$ cat config.mk
export PLATFORM = sky130hd
export DESIGN_NAME = uart_rx_controller
export DESIGN_NICKNAME = d
export VERILOG_FILES = /design/src/rtl/uart_pkg.sv /design/src/rtl/uart_rx_sync.sv /design/src/rtl/uart_rx_controller.sv
export SDC_FILE = /design/constraint.sdc
export NUM_CORES = 1
export LEC_CHECK = 0
export ABC_AREA = 1
export ABC_CLOCK_PERIOD_IN_PS = 2200
export BUFFER_PORTS_ARGS = -buffer_cell sky130_fd_sc_hd__buf_2
export CAP_MARGIN = 10
export CORE_MARGIN = 3
export CORE_UTILIZATION = 50
export CTS_CLUSTER_SIZE = 30
export DETAILED_ROUTE_END_ITERATION = 8
export HOLD_SLACK_MARGIN = 0.02
export PLACE_DENSITY = 0.66
export SYNTH_ARGS = -nofsm -noshare
export SYNTH_HDL_FRONTEND = slang
export SYNTH_HIERARCHICAL = 1
export SYNTH_SLANG_ARGS = --single-unit
$ cat constraint.sdc
create_clock -name clock -period 2.2 [get_ports clock]
set_clock_uncertainty 0.05 [all_clocks]
set_input_delay 0.11 -clock clock [delete_from_list [all_inputs] [get_ports clock]]
set_output_delay 0.11 -clock clock [all_outputs]
set_load 0.01 [all_outputs]
$ cat src/rtl/uart_pkg.sv
// Shared types and defaults for the UART receive path.
package uart_pkg;

  typedef enum logic [2:0] {
    IDLE,
    START,
    DATA,
    PARITY,
    STOP,
    BREAK
  } uart_state_t;

  localparam int UART_OVERSAMPLE_DEF = 16;
  localparam int UART_DATA_BITS_DEF  = 8;

  localparam logic PAR_MODE_EVEN = 1'b0;
  localparam logic PAR_MODE_ODD  = 1'b1;

endpackage

$ cat src/rtl/uart_rx_sync.sv
// Two-flop synchroniser for the asynchronous serial line; resets to idle (1).
module uart_rx_sync (
  input  logic clock,
  input  logic reset,
  input  logic rx_in,
  output logic rx_s
);

  logic meta_q, meta_d;
  logic sync_q, sync_d;

  // Next values simply shift the line through the two stages
  always_comb begin
    meta_d = rx_in;
    sync_d = meta_q;
  end

  // Synchroniser flops, forced to the idle level on reset
  always_ff @(posedge clock) begin
    if (reset) begin
      meta_q <= 1'b1;
      sync_q <= 1'b1;
    end else begin
      meta_q <= meta_d;
      sync_q <= sync_d;
    end
  end

  assign rx_s = sync_q;

endmodule

$ cat src/rtl/uart_rx_controller.sv
// UART receiver: start qualification, data/parity/stop sampling and a
// one-entry valid/ready holding register for the received word.
module uart_rx_controller
  import uart_pkg::*;
#(
  parameter int DATA_BITS  = UART_DATA_BITS_DEF,
  parameter int OVERSAMPLE = UART_OVERSAMPLE_DEF,
  parameter int PARITY_EN  = 0,
  parameter int PARITY_ODD = 0
) (
  input  logic                 clock,
  input  logic                 reset,
  input  logic                 baud_tick,
  input  logic                 rx_in,
  output logic [DATA_BITS-1:0] rx_data,
  output logic                 rx_valid,
  input  logic                 rx_ready,
  output logic                 frame_err,
  output logic                 parity_err,
  output logic                 overrun_err,
  output logic                 busy
);

  localparam int TICK_W = $clog2(OVERSAMPLE);
  localparam int BIT_W  = $clog2(DATA_BITS + 1);
  localparam logic [TICK_W-1:0] TICK_MID = TICK_W'(OVERSAMPLE / 2 - 1);
  localparam logic [TICK_W-1:0] TICK_END = TICK_W'(OVERSAMPLE - 1);
  localparam logic [BIT_W-1:0]  BIT_LAST = BIT_W'(DATA_BITS - 1);
  localparam logic PAR_MODE = (PARITY_ODD != 0) ? PAR_MODE_ODD : PAR_MODE_EVEN;

  logic rx_s;

  uart_state_t          state_q, state_d;
  logic [TICK_W-1:0]    tick_cnt_q, tick_cnt_d;
  logic [BIT_W-1:0]     bit_cnt_q, bit_cnt_d;
  logic [DATA_BITS-1:0] shift_q, shift_d;
  logic                 pe_q, pe_d;
  logic [DATA_BITS-1:0] rx_data_q, rx_data_d;
  logic                 rx_valid_q, rx_valid_d;
  logic                 frame_err_q, frame_err_d;
  logic                 parity_err_q, parity_err_d;
  logic                 overrun_err_q, overrun_err_d;
  logic                 deliver;

  uart_rx_sync u_sync (
    .clock (clock),
    .reset (reset),
    .rx_in (rx_in),
    .rx_s  (rx_s)
  );

  // Frame sequencing, sampling decisions and holding-register handshake
  always_comb begin
    state_d       = state_q;
    tick_cnt_d    = tick_cnt_q;
    bit_cnt_d     = bit_cnt_q;
    shift_d       = shift_q;
    pe_d          = pe_q;
    rx_data_d     = rx_data_q;
    rx_valid_d    = rx_valid_q;
    frame_err_d   = 1'b0;
    parity_err_d  = 1'b0;
    overrun_err_d = 1'b0;
    deliver       = 1'b0;

    case (state_q)
      IDLE: begin
        if (baud_tick && !rx_s) begin
          state_d    = START;
          tick_cnt_d = '0;
        end
      end
      START: begin
        if (baud_tick) begin
          if (tick_cnt_q == TICK_MID) begin
            if (!rx_s) begin
              state_d    = DATA;
              tick_cnt_d = '0;
              bit_cnt_d  = '0;
              pe_d       = 1'b0;
            end else begin
              // Line went back high before mid-bit: treat as a glitch
              state_d = IDLE;
            end
          end else begin
            tick_cnt_d = tick_cnt_q + TICK_W'(1);
          end
        end
      end
      DATA: begin
        if (baud_tick) begin
          if (tick_cnt_q == TICK_END) begin
            shift_d    = {rx_s, shift_q[DATA_BITS-1:1]};
            bit_cnt_d  = bit_cnt_q + BIT_W'(1);
            tick_cnt_d = '0;
            if (bit_cnt_q == BIT_LAST) begin
              state_d = (PARITY_EN != 0) ? PARITY : STOP;
            end
          end else begin
            tick_cnt_d = tick_cnt_q + TICK_W'(1);
          end
        end
      end
      PARITY: begin
        if (baud_tick) begin
          if (tick_cnt_q == TICK_END) begin
            pe_d       = (rx_s != ((^shift_q) ^ PAR_MODE));
            tick_cnt_d = '0;
            state_d    = STOP;
          end else begin
            tick_cnt_d = tick_cnt_q + TICK_W'(1);
          end
        end
      end
      STOP: begin
        if (baud_tick) begin
          if (tick_cnt_q == TICK_END) begin
            tick_cnt_d = '0;
            if (!rx_s) begin
              frame_err_d = 1'b1;
              state_d     = BREAK;
            end else if (pe_q) begin
              parity_err_d = 1'b1;
              state_d      = IDLE;
            end else begin
              deliver = 1'b1;
              state_d = IDLE;
            end
          end else begin
            tick_cnt_d = tick_cnt_q + TICK_W'(1);
          end
        end
      end
      BREAK: begin
        // Hold off until the line returns high so a stuck-low line cannot retrigger
        if (baud_tick && rx_s) begin
          state_d = IDLE;
        end
      end
      default: state_d = IDLE;
    endcase

    if (deliver) begin
      if (!rx_valid_q || rx_ready) begin
        rx_data_d  = shift_q;
        rx_valid_d = 1'b1;
      end else begin
        overrun_err_d = 1'b1;
      end
    end else if (rx_valid_q && rx_ready) begin
      rx_valid_d = 1'b0;
    end
  end

  // State, counters, shift register, holding register and error pulse flops
  always_ff @(posedge clock) begin
    if (reset) begin
      state_q       <= IDLE;
      tick_cnt_q    <= '0;
      bit_cnt_q     <= '0;
      shift_q       <= '0;
      pe_q          <= 1'b0;
      rx_data_q     <= '0;
      rx_valid_q    <= 1'b0;
      frame_err_q   <= 1'b0;
      parity_err_q  <= 1'b0;
      overrun_err_q <= 1'b0;
    end else begin
      state_q       <= state_d;
      tick_cnt_q    <= tick_cnt_d;
      bit_cnt_q     <= bit_cnt_d;
      shift_q       <= shift_d;
      pe_q          <= pe_d;
      rx_data_q     <= rx_data_d;
      rx_valid_q    <= rx_valid_d;
      frame_err_q   <= frame_err_d;
      parity_err_q  <= parity_err_d;
      overrun_err_q <= overrun_err_d;
    end
  end

  assign rx_data     = rx_data_q;
  assign rx_valid    = rx_valid_q;
  assign frame_err   = frame_err_q;
  assign parity_err  = parity_err_q;
  assign overrun_err = overrun_err_q;
  assign busy        = (state_q != IDLE);

endmodule

# Word-level counts from Yosys, hierarchy flattened
# Cells that the tools add are included.
[word_totals] output_inout_bits=13 input_bits=5 wordCells=110 reg_bits=34
[classes] eq_ne=24 n_addsub=2 reduce_logical=24 n_bitwise=5 n_mux=43
[op_table] operator="$mux 4" count=10
[op_table] operator="$mux 3" count=12
[op_table] operator="$ne 2x2->1 const B" count=12
[op_table] operator="$pmux 3 s6" count=1
[op_table] operator="$mux 1" count=16
[op_table] operator="$pmux 4 s3" count=1
[op_table] operator="$reduce_and 6->1" count=2
[op_table] operator="$reduce_and 11->1" count=1
[op_table] operator="$add 4x1->4 const B" count=2
[op_table] operator="$eq 4x3->1 const B" count=2
[op_table] operator="$pmux 4 s2" count=1
[op_table] operator="$reduce_xor 8->1" count=1
[op_table] operator="$eq 3x2->1 const B" count=2
[op_table] operator="$eq 3x3->1 const B" count=2
[op_table] operator="$reduce_bool 2->1" count=3
[op_table] operator="$reduce_bool 3->1" count=2
[op_table] operator="$not 1->1" count=5
[op_table] operator="$reduce_and 5->1" count=1
[op_table] operator="$reduce_or 5->1" count=1
[op_table] operator="$eq 4x4->1 const B" count=1
[op_table] operator="$ne 2x1->1 const B" count=2
[op_table] operator="$reduce_and 2->1" count=2
[op_table] operator="$reduce_or 4->1" count=1
[op_table] operator="$eq 3x1->1 const B" count=1
[op_table] operator="11 further kinds" count=14

# Longest topological paths before layout
# Gate-level depths: netlist of run 1.
[depth] depth_word=7 ltp_mapped=11

# Modules after synthesis
# The synthesis of run 1 kept the hierarchy.
[modules_own_cells] module="uart_rx_controller" instances=1 area_each_um2=1709.1 cells_each=250
[modules_own_cells] module="uart_rx_sync" instances=1 area_each_um2=58.8 cells_each=7

# Worst setup path after synthesis of run 1
# Ideal clock, no wire load.
[synth_path] kind="register to register" from="register tick_cnt_q[0]" to="register rx_data_q[0] (netlist: rx_data[0])" n_path_buf=0 setup_time_ns=0.134 slack_ns=0.563 required_ns=2.016 period_less_slack_ns=1.637 stages_incl_launch_ff=7 arrival_ns=1.453 path_cell_list="dfxtp_1 > ha_1 > nand3_2 > nor4_4 > nand3_4 > nand2_1 > a21oi_1"
[synth_between] elab_chain_cells=5
[synth_lines] item="from (decl)" line_no="uart_rx_controller.sv:34" rtl="logic [TICK_W-1:0] tick_cnt_q, tick_cnt_d;"
[synth_lines] item="from (signal assigned)" line_no="uart_rx_controller.sv:170" rtl="tick_cnt_q <= tick_cnt_d;"
[synth_lines] item="$eq 4x4->1" line_no="uart_rx_controller.sv:117" rtl="if (tick_cnt_q == TICK_END) begin"
[synth_lines] item="$mux 1" line_no="uart_rx_controller.sv:117"
[synth_lines] item="$mux 1" line_no="uart_rx_controller.sv:116" rtl="if (baud_tick) begin"
[synth_lines] item="$mux 1" line_no="uart_rx_controller.sv:66" rtl="case (state_q)"
[synth_lines] item="$reduce_and 2->1 (no source line)"
[synth_lines] item="to (signal assigned)" line_no="uart_rx_controller.sv:174" rtl="rx_data_q <= rx_data_d;"
[synth_lines] item="to (decl)" line_no="uart_rx_controller.sv:38" rtl="logic [DATA_BITS-1:0] rx_data_q, rx_data_d;"
# Every way passes these cells.
# A chain may end at the register's enable or synchronous reset.

# Worst setup path after layout of run 1
[layout_path] from="register tick_cnt_q[0]" to="register rx_data_q[5] (netlist: rx_data[5])"
# The elaborated chain is that of the path after synthesis.

==> results of run 1 <==
==> path summary, 6_finish.rpt <==
path | start | slack (ns) | endpoint | cells past startpoint
worst max register to register | tick_cnt_q[0] | 0.31 | rx_data[5] | 6
worst min register to register | u_sync/meta_q | 0.38 | u_sync/rx_s | 2
worst min-delay path | reset | 0.14 | rx_valid | 2
worst max-delay path | tick_cnt_q[0] | 0.31 | rx_data[5] | 6
==> critical path, delay by kind of cell, from the launching register on <==
kind / cells / cell delay [ns]
adder cells (fa/ha/maj): 1 / 0.23
AO/OA/AOI/OAI: 1 / 0.06
flip-flops: 1 / 0.40
AND/OR/NAND/NOR: 4 / 1.03
==> cells in the mapped netlist <==
cell type / n
clkbuf_1: 4
dfxtp_1: 34
buf_4: 2
nand3b_1: 1
o21ai_0: 13
nor2_1: 15
nor2_4: 1
a21oi_2: 1
nand2_1: 79
clkinv_1: 1
xor2_1: 5
a31oi_1: 1
xnor2_1: 2
inv_1: 21
ha_1: 2
nand3_4: 1
nand3_2: 2
inv_2: 4
nor4_4: 1
nand4_1: 16
nand3_1: 16
o21a_1: 1
a21oi_1: 25
buf_2: 1
nor2_2: 4
nor3_1: 4
==> final cells by class <==
class / count / area share, %
clock inverter: 1 / 1.521
timing repair buffer: 19 / 5.323
inverter: 26 / 4.943
multi-input combinational: 190 / 48.35
clock buffer: 6 / 2.598
sequential: 34 / 34.47
tap: 44 / 2.788
==> what timing repair did <==
action / CTS / global route
hold buffers: 2 / 0
gates resized for setup: 0 / 0
setup endpoints to repair: 0 / 0
endpoints found under the hold margin: 2 / 0
==> through the flow <==
stage | setup slack, ns | hold WS [ns] | total power [uW]
3_3_place_gp | 0.3584 | 0.2437 | 1002
4_1_cts | 0.2938 | 0.1362 | 1470
6_report | 0.3133 | 0.1362 | 1459
2_1_floorplan | 0.5630 | 0.1448 | 932.7
5_1_grt | 0.1002 | 0.1484 | 1549
3_5_place_dp | 0.3045 | 0.2516 | 1001
==> state kept, by name, summed over array words and instances, names as in the netlist <==
signal	flops
parity_err	1
bit_cnt_q	4
overrun_err	1
u_sync/meta_q	1
rx_valid	1
frame_err	1
u_sync/rx_s	1
pe_q	1
state_q	3
rx_data	8
shift_q	8
tick_cnt_q	4
==> layer usage <==
metal / up-vias / part of all wire (%) / GRT usage [%]
li1: 887 / - / -
met1: 737 / 48 / 24.63
met2: 18 / 48 / 33.25
met3: 4 / 3.2 / 5.812
met4: 0 / 0.97 / 6.995
met5: - / 0 / 0
==> power groups by stage <==
stage | sequential (uW) | clock, uW | combinational (uW)
after global routing | 673 | 505 | 370
after floorplan | 669 | 0 | 264
final | 669 | 468 | 321
after CTS | 669 | 479 | 322
after global placement | 683 | 0 | 319
after detailed placement | 683 | 0 | 318
==> cell families after synthesis <==
logic type | count (synthesis)
AOI/OAI and AO/OA | 41
xor gates and xnor gates | 7
adders and majority gates | 2
buffers and inverters | 33
DFF | 34
and+or+nand+nor | 140
==> impl_metrics.py, run 1 <==
metrics = {
    "status": {
        "outcome": "finished, final reports clean",
    },
    "timing": {
        "grt_setup_unrepaired": "false",
        "final-hold-violation-count": 0,
        "setup_tns_ns": 0,
        "achievable-frequency_mhz": 530.0,
        "final_max_slew_viol_count": 0,
        "finalSetupViolCount": 0,
        "period_needed_ns": 1.887,
        "max_slew_margin_pct": 63.48,
        "worst-slew-pin-transition_ns": 0.5438,
        "period_share_pct": 85.76,
    },
    "die": {
        "die_w_um": 65.47,
        "number_of_top_level_pins": 18,
        "floorplan.rows": 20,
        "start_util_pct": 55.20,
        "die-height_um": 65.47,
        "dieArea_mm2": 0.004286,
        "core_mm2": 0.003203,
    },
    "logic_synthesis": {
        "average_instance_area_after_synthesis_um2": 6.879,
        "synthXorXnorAreaFrac_pct": 3.468,
        "synth-seq-cells": 34,
        "synthDominantCellAreaShare_pct": 38.50,
        "synth_cells": 257,
        "synth_largest_area_cell": "dfxtp_1",
        "synth-warning-count": 6,
        "mappedNetlistNets": 264,
        "largest_family_of_logic_cells_by_synthesized_area": "simple AND/OR/NAND/NOR gates",
        "netlist_top_cells_area": "dfxtp_1 (38%), nand2_1 (17%), a21oi_1 (7.1%)",
        "yosys.area_share.adder_pct": 1.415,
        "yosysSeqAreaShare_pct": 38.50,
        "synth-compound-area-share_pct": 12.03,
        "synthDistinctLibCells": 26,
        "post_synthesis_simple_gate_area_fraction_pct": 37.08,
        "area_of_the_mapped_netlist_mm2": 0.001768,
        "synth_mux_area_share_pct": 0,
    },
    "placed_design": {
        "placed_area_mm2": 0.001873,
        "numPortBuffers": 17,
        "place_congestion": 0.8229,
        "dp.cells": 311,
        "post-dp-hpwl_um": 2726,
    },
    "cells_and_area": {
        "layout_common_cells": "nand2_1 (79), dfxtp_1 (34), a21oi_1 (25), inv_1 (21), buf_2 (17)",
        "final_nets": 283,
        "most_frequent_standard_cell_in_the_layout_excluding_fill_and_tap_cells": "nand2_1",
        "layout.core_utilization_pct": 61.64,
        "synthToLayoutAreaGrowth_pct": 11.68,
        "final_cell_count_no_fill": 320,
        "num_antenna_cells": 0,
        "seqCellArea_um2": 680.7,
        "drive_gt1_share_pct": 13.77,
        "num-fill-cells": 316,
        "multi_input_area_um2": 954.7,
        "final_design_area_no_fill_mm2": 0.001974,
    },
    "worst_setup_path": {
        "path_cells": "ha_1, nand3_2, nor4_4, nand3_4, nand2_1, a21oi_1",
        "slowest_stage": "nor4_4",
        "crit_path_max_fanout": 10,
        "critical_path_arrival_ns": 2.05,
        "critical_path.max_stage_delay_ns": 0.47,
        "cp.required_ns": 2.36,
        "critPathKind": "flip-flop to flip-flop",
        "endpoint_kind": "flip-flop",
        "startpoint_type": "flip-flop",
    },
    "detailed_routing": {
        "routed_wire_length_per_instance_um": 11.60,
        "drtAntennaViolNets": 0,
        "first_iter_violations": 88,
        "vias": 1646,
        "drt_pass1_iterations": 4,
        "detail_route.vias_per_cell": 5.144,
        "drt_wl_total_um": 3713,
        "post_route_drc_violation_count": 0,
    },
    "power_and_ir_drop": {
        "clockPowerShare_pct": 32.1,
        "power.net_switching_uw": 458.0,
        "power.leakage_uw": 0.0008666,
        "switching_share_pct": 31.39,
        "p_int_uw": 1001,
        "vdd.ir_drop.worst_uv": 327.6,
        "seqPwrFrac_pct": 45.9,
        "pwr_density_cell_mw_per_mm2": 738.9,
        "combPwrFrac_pct": 22.0,
    },
    "global_routing": {
        "antenna_found_initial": 0,
        "via_count_of_the_first_global_routing_pass": 1488,
        "first_pass_grt_wire_length_um": 6630,
        "grt_overflow_total": 0,
        "groute.usage.overall_pct": 20.03,
        "largest_net_degree_at_the_start_of_global_routing": 21,
    },
    "clocking": {
        "cts.root.buffer_cell": "clkbuf_4",
        "cts_tree": "yes",
        "h_tree_level_count": 2,
        "numClockSinks": 34,
        "ctsLongestPathBuffers": 2,
        "clock_latency_at_the_later_pin_of_the_worst_skew_pair_ns": 0.32,
        "cts_post_setup_buffers_inserted": 0,
        "clk_pin_slew_ns": 0.10,
        "tritoncts.num_buffers": 5,
    },
    "hold_path": {
        "hold_class": "input pin to flip-flop",
    },
    "job": {
        "max-cap-violations": 0,
    },
}
(Power assumes the default switching activity.)
==> run 2: changes to the inputs <==
--- a/config.mk
+++ b/config.mk
@@ -15,6 +15,7 @@
 export DETAILED_ROUTE_END_ITERATION = 8
 export HOLD_SLACK_MARGIN = 0.02
 export PLACE_DENSITY = 0.66
+export SETUP_SLACK_MARGIN = 0.5
 export SYNTH_ARGS = -nofsm -noshare
 export SYNTH_HDL_FRONTEND = slang
 export SYNTH_HIERARCHICAL = 1
==> impl_metrics.py, run 2 (synthesis gave the netlist of run 1 again) <==
metrics = {
    "status": {
        "outcome": "finished, final reports clean",
    },
    "power_and_ir_drop": {
        "report.power.total_uw": 1481,
        "seqPwrFrac_pct": 46.0,
        "power.leakage_uw": 0.0009003,
        "combPwrFrac_pct": 22.3,
        "vdd.ir_drop.worst_uv": 330.4,
        "pwr_density_cell_mw_per_mm2": 711.7,
        "clockPowerShare_pct": 31.8,
        "p_int_uw": 1013,
        "switching_share_pct": 31.62,
        "power.net_switching_uw": 468.2,
    },
    "detailed_routing": {
        "vias": 1712,
        "detail_route.vias_per_cell": 5.252,
        "drtAntennaViolNets": 0,
        "drt_pass1_iterations": 5,
        "post_route_drc_violation_count": 0,
        "routed_wire_length_per_instance_um": 11.97,
        "drt_wl_total_um": 3901,
        "first_iter_violations": 62,
    },
    "cells_and_area": {
        "layout_common_cells": "nand2_1 (78), dfxtp_1 (28), a21oi_1 (25), inv_1 (21), buf_2 (17)",
        "num_antenna_cells": 0,
        "drive_gt1_share_pct": 18.44,
        "synthToLayoutAreaGrowth_pct": 17.69,
        "num-fill-cells": 302,
        "most_frequent_standard_cell_in_the_layout_excluding_fill_and_tap_cells": "nand2_1",
        "final_nets": 289,
        "final_design_area_no_fill_mm2": 0.002081,
    },
    "placed_design": {
        "placed_area_mm2": 0.001873,
        "numPortBuffers": 17,
        "place_congestion": 0.8229,
        "dp_slack_ns": 0.3045,
        "post-dp-hpwl_um": 2726,
    },
    "timing": {
        "max_slew_margin_pct": 71.07,
        "worst-slew-pin-transition_ns": 0.4335,
        "grt_setup_unrepaired": "false",
        "fin_ws_ns": 0.5794,
        "final-hold-violation-count": 0,
        "period_needed_ns": 1.621,
        "final_max_slew_viol_count": 0,
        "period_share_pct": 73.66,
        "achievable-frequency_mhz": 617.1,
        "fin_worst_hold_slack_ns": 0.1338,
        "setup_tns_ns": 0,
        "finalSetupViolCount": 0,
    },
    "global_routing": {
        "via_count_of_the_first_global_routing_pass": 1493,
        "grt_overflow_total": 0,
        "largest_net_degree_at_the_start_of_global_routing": 21,
        "groute.usage.overall_pct": 20.28,
        "antenna_found_initial": 0,
        "first_pass_grt_wire_length_um": 6699,
    },
    "die": {
        "number_of_top_level_pins": 18,
        "start_util_pct": 55.20,
        "core_mm2": 0.003203,
        "die-height_um": 65.47,
        "dieArea_mm2": 0.004286,
        "floorplan.rows": 20,
        "die_w_um": 65.47,
    },
    "worst_setup_path": {
        "worst-path-buf-inv": 2,
        "crit_path_max_fanout": 9,
        "path_cells": "ha_4, nand3_4, nor4_4, buf_6, buf_4, nand4_1, a21oi_1",
        "slowest_stage": "dfxtp_4",
        "critPathKind": "flip-flop to flip-flop",
        "endpoint_kind": "flip-flop",
        "critical_path.max_stage_delay_ns": 0.39,
        "critical_path_arrival_ns": 1.84,
        "cp.required_ns": 2.42,
        "startpoint_type": "flip-flop",
        "cp_top_family": "simple AND/OR/NAND/NOR gates",
    },
    "clocking": {
        "cts.root.buffer_cell": "clkbuf_4",
        "clk_pin_slew_ns": 0.10,
        "cts_tree": "yes",
        "ctsLongestPathBuffers": 2,
        "h_tree_level_count": 2,
        "tritoncts.num_buffers": 5,
        "clock_latency_at_the_later_pin_of_the_worst_skew_pair_ns": 0.33,
        "numClockSinks": 34,
    },
    "hold_path": {
        "hold_class": "input pin to flip-flop",
    },
    "job": {
        "max-cap-violations": 0,
    },
}
-- run 2: changes by cell type in the layout (fill, tap and decap cells not counted), moves of 3 or more --
cell	previous run	this run
dfxtp_2	0	3
buf_4	0	3
dfxtp_1	34	28
dfxtp_4	0	3
-- run 2: worst paths after layout --
kind | from | endpoint | slack (ns) | cells past startpoint
setup / recovery | tick_cnt_q[0] | rx_data[3] | 0.58 | 7
hold / removal | reset | rx_valid | 0.13 | 2
setup reg to reg | tick_cnt_q[0] | rx_data[3] | 0.58 | 7
hold reg to reg | u_sync/meta_q | u_sync/rx_s | 0.38 | 2
-- run 2: worst register-to-register path, stage by stage (launching register included) --
cell and delay, ns:
dfxtp_4 0.39, ha_4 0.17, nand3_4 0.14, nor4_4 0.29, buf_6 0.17, buf_4 0.12, nand4_1 0.07, a21oi_1 0.16
-- run 2: power groups by stage --
stage	combinational [uW]	clock, uW	sequential [uW]
4_1_cts	323	479	671
3_5_place_dp	318	0	683
3_3_place_gp	319	0	683
6_report	330	471	681
2_1_floorplan	264	0	669
5_1_grt	380	505	685
-- run 2: metrics by stage --
stage                     util, %  std cells
final                       64.96        326
after global routing        64.96        326
after CTS                   62.42        321
after detailed placement    58.48        311
after global placement      58.48        311
after floorplan                 -        257
-- run 2: layer usage --
metal | global-route usage, % | vias up | share of wire, %
met5 | 0 | - | 0
met4 | 6.995 | 0 | 1.3
met3 | 5.812 | 7 | 4.1
met2 | 33.63 | 39 | 49
met1 | 25.05 | 766 | 45
li1 | - | 900 | -
-- run 2: final cells by class --
type | count | area [um2] | area share (%)
clock buffers | 6 | 51.30 | 2.465
clock inverters | 1 | 30.03 | 1.443
inverters | 26 | 97.59 | 4.690
multi-input cells | 191 | 992.2 | 47.68
flip-flops and latches | 34 | 695.7 | 33.43
well taps | 44 | 55.05 | 2.646
repair buffers | 24 | 158.9 | 7.637
-- run 2: what timing repair did --
item,in CTS,in global routing
gates cloned,0,1
hold buffers,2,0
pin swaps,1,0
endpoints found under the setup margin,19,27
buffers inserted,1,4
resized for setup,5,10
hold endpoints to repair,2,0
